## src/rtl/btn_sw_conditioner.sv

```systemverilog
// btn_sw_conditioner
// Input front end for the game board. Every raw button and switch bit is
// synchronised and debounced. Buttons also get a press FSM with fixed-priority
// single-pulse arbitration. The low nine switches are decoded into a validated
// one-hot card selection.
module btn_sw_conditioner #(
  parameter int DEBOUNCE_CYCLES = 1000000,
  parameter int SW_DEBOUNCE     = 1000000,
  parameter int CNT_W           = 20
) (
  input  logic        clk,
  input  logic        reset,
  input  logic [4:0]  btn_raw,
  input  logic [15:0] sw_raw,
  output logic [4:0]  btn_level,
  output logic [4:0]  btn_pulse,
  output logic [15:0] sw_stable,
  output logic        card_onehot,
  output logic [3:0]  card_idx
);

  localparam logic [CNT_W-1:0] BTN_LAST = CNT_W'(DEBOUNCE_CYCLES - 1);
  localparam logic [CNT_W-1:0] SW_LAST  = CNT_W'(SW_DEBOUNCE - 1);

  localparam logic [0:0] ST_IDLE = 1'b0;
  localparam logic [0:0] ST_HELD = 1'b1;

  // Counter step that pins at the terminal count instead of wrapping.
  function automatic logic [CNT_W-1:0] sat_inc(input logic [CNT_W-1:0] c,
                                               input logic [CNT_W-1:0] lim);
    return (c >= lim) ? lim : c + 1'b1;
  endfunction

  // Exactly-one-bit check with index; {valid, idx}, idx=F when not one-hot.
  function automatic logic [4:0] card_decode(input logic [8:0] s);
    logic [3:0]  idx;
    int unsigned n;
    idx = 4'hF;
    n   = 0;
    for (int i = 0; i < 9; i++) begin
      if (s[i]) begin
        n   = n + 1;
        idx = 4'(i);
      end
    end
    if (n == 1) return {1'b1, idx};
    return {1'b0, 4'hF};
  endfunction

  logic [4:0]       btn_sync_p0, btn_sync_p1;
  logic [15:0]      sw_sync_p0, sw_sync_p1;
  logic [CNT_W-1:0] btn_cnt [5];
  logic [CNT_W-1:0] sw_cnt [16];
  logic [4:0]       btn_rise, btn_fall, btn_req, btn_grant;
  logic [15:0]      sw_commit;
  logic [0:0]       btn_state [5];

  // Stage p0 -> p1: two-flop synchroniser for every raw input bit.
  always_ff @(posedge clk) begin
    if (reset) begin
      btn_sync_p0 <= '0;
      btn_sync_p1 <= '0;
      sw_sync_p0  <= '0;
      sw_sync_p1  <= '0;
    end else begin
      btn_sync_p0 <= btn_raw;
      btn_sync_p1 <= btn_sync_p0;
      sw_sync_p0  <= sw_raw;
      sw_sync_p1  <= sw_sync_p0;
    end
  end

  // Level-change commit points: synchronised value disagrees and the count is full.
  always_comb begin
    btn_rise  = '0;
    btn_fall  = '0;
    sw_commit = '0;
    for (int i = 0; i < 5; i++) begin
      if ((btn_sync_p1[i] != btn_level[i]) && (btn_cnt[i] == BTN_LAST)) begin
        btn_rise[i] = btn_sync_p1[i];
        btn_fall[i] = ~btn_sync_p1[i];
      end
    end
    for (int i = 0; i < 16; i++) begin
      sw_commit[i] = (sw_sync_p1[i] != sw_stable[i]) && (sw_cnt[i] == SW_LAST);
    end
  end

  // Button debounce: count consecutive disagreeing cycles, adopt the new level at N.
  always_ff @(posedge clk) begin
    if (reset) begin
      for (int i = 0; i < 5; i++) btn_cnt[i] <= '0;
      btn_level <= '0;
    end else begin
      for (int i = 0; i < 5; i++) begin
        if (btn_sync_p1[i] == btn_level[i]) begin
          btn_cnt[i] <= '0;
        end else if (btn_rise[i] || btn_fall[i]) begin
          btn_level[i] <= btn_sync_p1[i];
          btn_cnt[i]   <= '0;
        end else begin
          btn_cnt[i] <= sat_inc(btn_cnt[i], BTN_LAST);
        end
      end
    end
  end

  // Switch debounce: same rule as the buttons with its own terminal count.
  always_ff @(posedge clk) begin
    if (reset) begin
      for (int i = 0; i < 16; i++) sw_cnt[i] <= '0;
      sw_stable <= '0;
    end else begin
      for (int i = 0; i < 16; i++) begin
        if (sw_sync_p1[i] == sw_stable[i]) begin
          sw_cnt[i] <= '0;
        end else if (sw_commit[i]) begin
          sw_stable[i] <= sw_sync_p1[i];
          sw_cnt[i]    <= '0;
        end else begin
          sw_cnt[i] <= sat_inc(sw_cnt[i], SW_LAST);
        end
      end
    end
  end

  // Press requests from idle buttons; lowest index evaluated first so center wins.
  always_comb begin
    btn_req   = '0;
    btn_grant = '0;
    for (int i = 0; i < 5; i++) begin
      btn_req[i] = btn_rise[i] && (btn_state[i] == ST_IDLE);
    end
    for (int i = 0; i < 5; i++) begin
      if (btn_req[i]) begin
        btn_grant    = '0;
        btn_grant[i] = 1'b1;
      end
    end
  end

  // Press FSM per button; losers of arbitration still move to HELD, no replay.
  always_ff @(posedge clk) begin
    if (reset) begin
      for (int i = 0; i < 5; i++) btn_state[i] <= ST_IDLE;
      btn_pulse <= '0;
    end else begin
      for (int i = 0; i < 5; i++) begin
        case (btn_state[i])
          ST_IDLE: if (btn_req[i])  btn_state[i] <= ST_HELD;
          default: if (btn_fall[i]) btn_state[i] <= ST_IDLE;
        endcase
      end
      btn_pulse <= btn_grant;
    end
  end

  // Card decode registered one cycle behind sw_stable.
  always_ff @(posedge clk) begin
    if (reset) begin
      card_onehot <= 1'b0;
      card_idx    <= 4'hF;
    end else begin
      {card_onehot, card_idx} <= card_decode(sw_stable[8:0]);
    end
  end

endmodule
```

## config.mk

```make
export PLATFORM = sky130hd
export DESIGN_NAME = btn_sw_conditioner
export DESIGN_NICKNAME = d
export VERILOG_FILES = /design/src/rtl/btn_sw_conditioner.sv
export SDC_FILE = /design/constraint.sdc
export NUM_CORES = 1
export LEC_CHECK = 0
export BUFFER_PORTS_ARGS = -buffer_cell sky130_fd_sc_hd__buf_4
export CAP_MARGIN = 20
export CORE_MARGIN = 3
export CORE_UTILIZATION = 50
export CTS_CLUSTER_SIZE = 12
export DETAILED_ROUTE_END_ITERATION = 12
export PLACE_DENSITY_LB_ADDON = 0.3
export REMOVE_ABC_BUFFERS = 1
export SETUP_SLACK_MARGIN = 0.1
export SLEW_MARGIN = 20
export SYNTH_ARGS = -nofsm -noshare
export SYNTH_HDL_FRONTEND = slang
export SYNTH_SLANG_ARGS = --single-unit
```

## constraint.sdc

```tcl
create_clock -name clk -period 5.2 [get_ports clk]
set_clock_uncertainty 0.15 [all_clocks]
set_input_delay 0.26 -clock clk [delete_from_list [all_inputs] [get_ports clk]]
set_output_delay 0.26 -clock clk [all_outputs]
set_load 0.005 [all_outputs]
```

==> results of run 1 <==
cell type report:
cell class / count / area share, %
repair buffers: 93 / 2.44
multi-input cells: 2318 / 42.4
clock buffers: 87 / 5.26
clock inverters: 16 / 0.586
inverters: 49 / 0.594
flip-flops and latches: 498 / 45.9
well taps: 680 / 2.75
worst max-delay path, delay by kind of cell, from the launching register on:
kind	cells	cell delay, ns
AO/OA/AOI/OAI	7	1.00
XOR/XNOR	2	0.28
adder cells (fa/ha/maj)	7	1.76
buffers and inverters	3	0.28
flip-flops	1	0.34
multiplexers	2	0.58
AND/OR/NAND/NOR	7	0.58
cells by family (layout without fill, tap and decap cells):
| kind of cell | Yosys count | count (layout) |
|---|---|---|
| multiplexers | 22 | 22 |
| buffers and inverters | 122 | 245 |
| adder cells (fa/ha/maj) | 30 | 30 |
| flip-flops | 498 | 498 |
| AO/OA/AOI/OAI | 336 | 336 |
| AND/OR/NAND/NOR | 1127 | 1127 |
| other | 1 | 420 |
| XOR/XNOR | 383 | 383 |
registers in the layout, summed over array words and instances (netlist names):
register / flops
sw_sync_p0: 16
card_idx: 4
btn_sync_p0: 5
btn_sync_p1: 5
sw_stable: 16
btn_state: 5
btn_level: 5
sw_sync_p1: 16
btn_cnt: 100
sw_cnt: 320
card_onehot: 1
btn_pulse: 5
layout by cell type (no fill, tap or decap), types with 15 or more instances in the layout:
cell / Yosys / routed
clkbuf_16: 0 / 57
and3_1: 108 / 108
o21ai_0: 19 / 18
clkbuf_1: 66 / 21
dlygate4sd3_1: 0 / 21
nand4_1: 51 / 51
buf_4: 1 / 71
nor4_1: 26 / 26
nor2_1: 368 / 366
xor2_1: 221 / 220
nor2b_1: 56 / 56
ha_1: 30 / 25
and4_1: 22 / 22
a21oi_1: 248 / 248
and2_1: 18 / 17
or3_1: 23 / 23
nor3_1: 35 / 35
nand2_1: 194 / 192
inv_1: 48 / 45
conb_1: 1 / 420
xnor2_1: 156 / 155
nand3_1: 157 / 157
a31oi_1: 20 / 20
edfxtp_1: 424 / 424
nand2b_1: 15 / 15
dfxtp_1: 74 / 71
mux2i_1: 19 / 19
how the worst max path moves through the flow:
stage	cells past startpoint	from	to
after floorplan	27	sw_stable[0]	card_idx[3]
after global placement	27	sw_stable[0]	card_idx[3]
after detailed placement	27	sw_stable[0]	card_idx[3]
after CTS	27	sw_stable[0]	card_idx[3]
after global routing	28	sw_stable[0]	card_idx[3]
final	28	sw_stable[0]	card_idx[3]
stage by stage:
stage          hold WS [ns]  instance area (sq um)  instances
4_1_cts             0.00905                  30800       3731
3_3_place_gp          0.270                  28700       3606
3_5_place_dp          0.277                  28700       3606
2_1_floorplan         0.179                  27400       2865
5_1_grt              0.0352                  30900       3741
6_report             0.0392                  30900       3741
routing by layer:
layer  part of all wire, %  vias up
li1                      -     9563
met1                    44     8891
met2                    49      280
met3                   4.0      109
met4                   3.3        0
met5                     0        -
power groups by stage:
stage | clock network, mW | registers, mW | logic, mW
after floorplan | 0 | 4.69 | 0.258
after global placement | 0 | 4.72 | 0.315
after detailed placement | 0 | 4.73 | 0.322
after CTS | 4.00 | 4.65 | 0.338
after global routing | 4.14 | 4.67 | 0.401
final | 3.87 | 4.65 | 0.346
timing repair:
action,in CTS,in global routing
pin swaps,1,11
hold buffers,21,0
hold endpoints to repair,21,0
buffers inserted,1,10
endpoints found under the setup margin,4,5
resized for setup,4,27
==> run_results.csv, run 1 <==
group,metric,value,unit
power_and_ir_drop,p_seq_share,52.5,%
clock_tree,cts_root_buf,"clkbuf_16",
setup_path,crit_slowest_cell,"dfxtp_2",
clock_tree,clockBufferDepth,3,
synthesis,synth.top_cell.area_share,48.8,%
route,wl_per_cell,12.9,um
min_path,hp-start,"reset",
clock_tree,clock-sinks,498,
sta,slew_viol_final,0,
synthesis,synth_cell_types,69,
layout,antennaDiodeCount,0,
route,firstDrtPassIters,5,
synthesis,synth_mux_area_share,0.867,%
floorplanning,dieHeight,235,um
global_routing,grtUsageMet2,30.0,%
power_and_ir_drop,powerDensity,286,nW/um^2
clock_tree,path_clk_slew,0.06,ns
setup_path,r2r-start,"sw_stable[0]",
power_and_ir_drop,swShare,21.2,%
sta,period_needed,5.11,ns
floorplanning,initial_core_util,50.7,%
sta,finalSetupTns,0,ns
place,place_ws,-0.0667,ns
floorplanning,core,51500,sq um
synthesis,synth_compound_area_share,7.04,%
global_routing,grt_overflow,0,
global_routing,grt-busiest-layer,"met2",
power_and_ir_drop,vdd_drop_max,254,uV
synthesis,yosysTopAreaCell,"edfxtp_1",
route,drtAntennaViolNets,0,
global_routing,grt_pass1_vias,18400,
global_routing,use_met3,3.33,%
route,drc,0,
synthesis,synthArstFlopShare,0,%
route,via_per_inst,5.04,
setup_path,rrSetupSlack,0.09,ns
setup_path,path_class,"register to register",
setup_path,critPathRequiredTime,5.52,ns
synthesis,yosys_warnings,0,
layout,regArea,14200,sq um
power_and_ir_drop,comb_power_share,3.9,%
global_routing,antenna_found_initial,0,
layout,nets,3068,
layout,nFillCells,4368,
layout,multi_input_area,13100,sq um
layout,utilization,60.1,%
global_routing,use_met1,22.2,%
clock_tree,cts_buffers,55,
synthesis,synth-edff-count,424,
setup_path,critPathMaxFanout,5,
power_and_ir_drop,clkPwrFrac,43.6,%
layout,syn2layout_area_growth,18.5,%
sta,post-route-worst-setup-slack,0.0859,ns
synthesis,syn_area,26100,sq um
power_and_ir_drop,power,8.86,mW
min_path,holdPathStages,2,
sta,setup_viol,0,
synthesis,synthTopCellsByArea,"edfxtp_1 (49%), xor2_1 (7.4%), dfxtp_1 (5.7%), nor2_1 (5.3%), xnor2_1 (5.2%)",
synthesis,synth_top_family_by_area,"simple AND/OR/NAND/NOR gates",
synthesis,synthSimpleGateAreaFrac,21.2,%
power_and_ir_drop,p_leak,11.3,nW
power_and_ir_drop,internal_power,6.98,mW
setup_path,critical-path-max-stage-delay,0.34,ns
setup_path,arrival,5.44,ns
synthesis,synth_commonest_cells,"edfxtp_1 (424), nor2_1 (368), a21oi_1 (248), xor2_1 (221), nand2_1 (194)",
sta,rsz0062_at_grt,"yes",
synthesis,synth-adder-area-share,1.44,%
setup_path,endpoint_kind,"register",
setup_path,startpoint_type,"register",
floorplanning,num_rows,83,
clock_tree,clock_latency,0.59,ns
floorplanning,ioPinCount,54,
layout,drive_gt1_share,6.70,%
clock_tree,tritoncts,"done",
floorplanning,die_width,235,um
place,portBuffers,53,
synthesis,ys_seq_area_share,54.4,%
sta,final_hold_viol_count,0,
route,drt_iter0_markers,884,
power_and_ir_drop,p_switching,1.88,mW
setup_path,r2r_end,"card_idx[3]",
outcome,status,"finished, final reports clean",
clock_tree,htree_levels,2,
synthesis,avgSynthCellArea,10.4,sq um
synthesis,synth_seq_cells,498,
min_path,hp-class,"input pin to register",
run,maxCapViolations,0,
synthesis,yosysMostFrequentCell,"edfxtp_1",
floorplanning,die_area,55000,sq um
synthesis,netlist_instances,2519,
synthesis,synth-xor-area-share,13.2,%
sta,finalCritPeriodShare,98.3,%
global_routing,grt_pass1_wl,81700,um
sta,max_freq,0.196,GHz
global_routing,grt_max_degree,57,
sta,tightest_slew,0.835,ns
global_routing,grt_util_all_layers,17.5,%
route,vias,18800,
place,hpwl,33900,um
route,wirelength,48100,um
synthesis,synth-main-ff-cell,"edfxtp_1",
place,gp_congestion,0.845,
sta,slew_headroom,44.0,%
min_path,hold_path_end,"btn_level[2]",
setup_path,r2r.worst_path.cells,28,
Power figures use the tool's default switching activity.
==> run 2, diff against run 1 <==
Settings changed: CORE_ASPECT_RATIO set to 1.4, GPL_ROUTABILITY_DRIVEN set to 0, PLACE_DENSITY set to 0.68, PLACE_DENSITY_LB_ADDON 0.3 to unset.
==> run 2 against run 1 <==
Net effect:
- core utilization decreased by 0.45 points
- fmax up 1.7%
- power fell by 4.4%
- critical endpoint unchanged
- critical path type unchanged
- first-iteration DRC count decreased by 26%
- wire length decreased by 0.50%
- clock power is 10% lower
- worst hold slack gained 0.012 ns
- die area barely moved
==> run_results.csv, run 2 (synthesized netlist as in run 1, its figures left out) <==
group,metric,value,unit
route,drt_iter0_markers,657,
layout,largestRegisters,"sw_cnt: 320 flops, btn_cnt: 100 flops",
sta,max_freq,0.199,GHz
floorplanning,die_area,55000,sq um
clock_tree,clockBufferDepth,3,
setup_path,startpoint,"sw_stable[0]",
layout,nFillCells,4341,
layout,most-common-layout-cells,"edfxtp_1 (424), conb_1 (420), nor2_1 (364), a21oi_1 (248), xor2_1 (220)",
layout,drive_gt1_share,6.20,%
sta,final_hold_viol_count,0,
sta,rsz0062_at_grt,"yes",
global_routing,antenna_found_initial,0,
power_and_ir_drop,powerDensity,276,nW/um^2
clock_tree,tritoncts,"done",
sta,slew_headroom,43.4,%
floorplanning,die_width,199,um
route,firstDrtPassIters,5,
sta,slew_viol_final,0,
floorplanning,core,51400,sq um
route,wirelength,47800,um
layout,largest_reg_flops,320,
place,hpwl,33900,um
route,drc,0,
global_routing,grt_util_all_layers,17.4,%
layout,finalNonFillerCells,3700,
min_path,hp-start,"reset",
clock_tree,clock-sinks,498,
layout,nets,3061,
global_routing,grt_overflow,0,
layout,final_common_cell,"edfxtp_1",
setup_path,arrival,5.34,ns
layout,top_register,"sw_cnt",
floorplanning,dieHeight,276,um
route,vias,18700,
global_routing,grt_max_degree,56,
sta,setup_viol,0,
clock_tree,clock_latency,0.59,ns
power_and_ir_drop,p_leak,11.2,nW
sta,finalCritPeriodShare,96.7,%
sta,period_needed,5.03,ns
route,drtAntennaViolNets,0,
clock_tree,htree_levels,2,
global_routing,grt_pass1_vias,18500,
setup_path,r2r-start,"sw_stable[0]",
setup_path,startpoint_type,"register",
global_routing,grt_pass1_wl,82200,um
floorplanning,ioPinCount,54,
clock_tree,path_clk_slew,0.06,ns
power_and_ir_drop,power,8.47,mW
setup_path,path_class,"register to register",
min_path,hp-class,"input pin to register",
layout,syn2layout_area_growth,17.3,%
setup_path,endpoint_kind,"register",
setup_path,critPathRequiredTime,5.51,ns
clock_tree,cts_buffers,51,
floorplanning,num_rows,98,
setup_path,critPathMaxFanout,4,
sta,tightest_slew,0.843,ns
run,maxCapViolations,0,
route,via_per_inst,5.06,
power_and_ir_drop,vdd_drop_max,251,uV
floorplanning,initial_core_util,50.8,%
place,portBuffers,53,
outcome,status,"finished, final reports clean",
clock_tree,cts_root_buf,"clkbuf_16",
route,wl_per_cell,12.9,um
place,placed_cells,3576,
layout,antennaDiodeCount,0,
[run 2: where the power goes]
part | internal [mW] | switching (mW)
Combinational | 0.150 | 0.195
Sequential | 4.49 | 0.155
Clock | 1.99 | 1.49
Total | 6.63 | 1.84
[run 2: area by class of cell]
| class | count | area [sq um] | area share (%) |
|---|---|---|---|
| Clock buffer | 86 | 1530 | 4.99 |
| Inverter | 49 | 184 | 0.600 |
| Clock inverter | 9 | 45.0 | 0.147 |
| Sequential cell | 498 | 14200 | 46.4 |
| Multi-Input combinational cell | 2318 | 13100 | 42.8 |
| Timing Repair Buffer | 90 | 728 | 2.38 |
| Tap cell | 650 | 813 | 2.65 |
[run 2: final timing paths]
path,end,slack [ns],cells after the start
hold reg to reg,sw_sync_p1[15],0.28,1
setup reg to reg,card_idx[3],0.17,27
hold / removal,sw_sync_p0[11],0.05,2
setup / recovery,card_idx[3],0.17,27
[run 2: critical path: stages (launching register included)]
cell      delay, ns
dfxtp_4        0.38
inv_2          0.05
ha_4           0.27
xor2_2         0.18
ha_1           0.28
nand2_2        0.09
o31ai_2        0.07
ha_1           0.31
mux2_4         0.31
ha_4           0.24
mux2_4         0.28
ha_4           0.22
o22ai_4        0.16
inv_1          0.07
o31ai_2        0.07
inv_1          0.08
ha_1           0.29
nand2_1        0.05
o21ai_1        0.10
o41a_1         0.19
ha_2           0.18
nand2_2        0.07
xnor2_2        0.17
xnor2_1        0.12
nor2_1         0.12
o21ai_2        0.09
a311oi_1       0.24
nand2_1        0.08
[run 2: through the flow]
step	util, %	instance area [sq um]	TNS [ns]	worst slack (ns)	hold WS (ns)
final	59.6	30600	0	0.173	0.0514
after floorplan	-	27400	0	0.189	0.179
after detailed placement	55.8	28700	-0.0916	-0.0916	0.271
after global placement	55.8	28700	0	0.0654	0.266
after CTS	59.4	30500	0	0.107	0.0361
after global routing	59.6	30600	-0.272	-0.112	0.0581
[run 2: repair_timing]
action,4_1_cts,5_1_grt
pin swaps,4,10
buffers inserted,2,6
setup endpoints to repair,4,5
gates resized for setup,7,20
hold buffers,21,0
cloned,0,0
endpoints found under the hold margin,21,0
[run 2: per-layer routing]
layer	routed length [um]	GRT usage (%)
met1	20400	20.7
met2	24700	31.8
met3	1500	2.54
met4	1300	6.00
met5	0	0
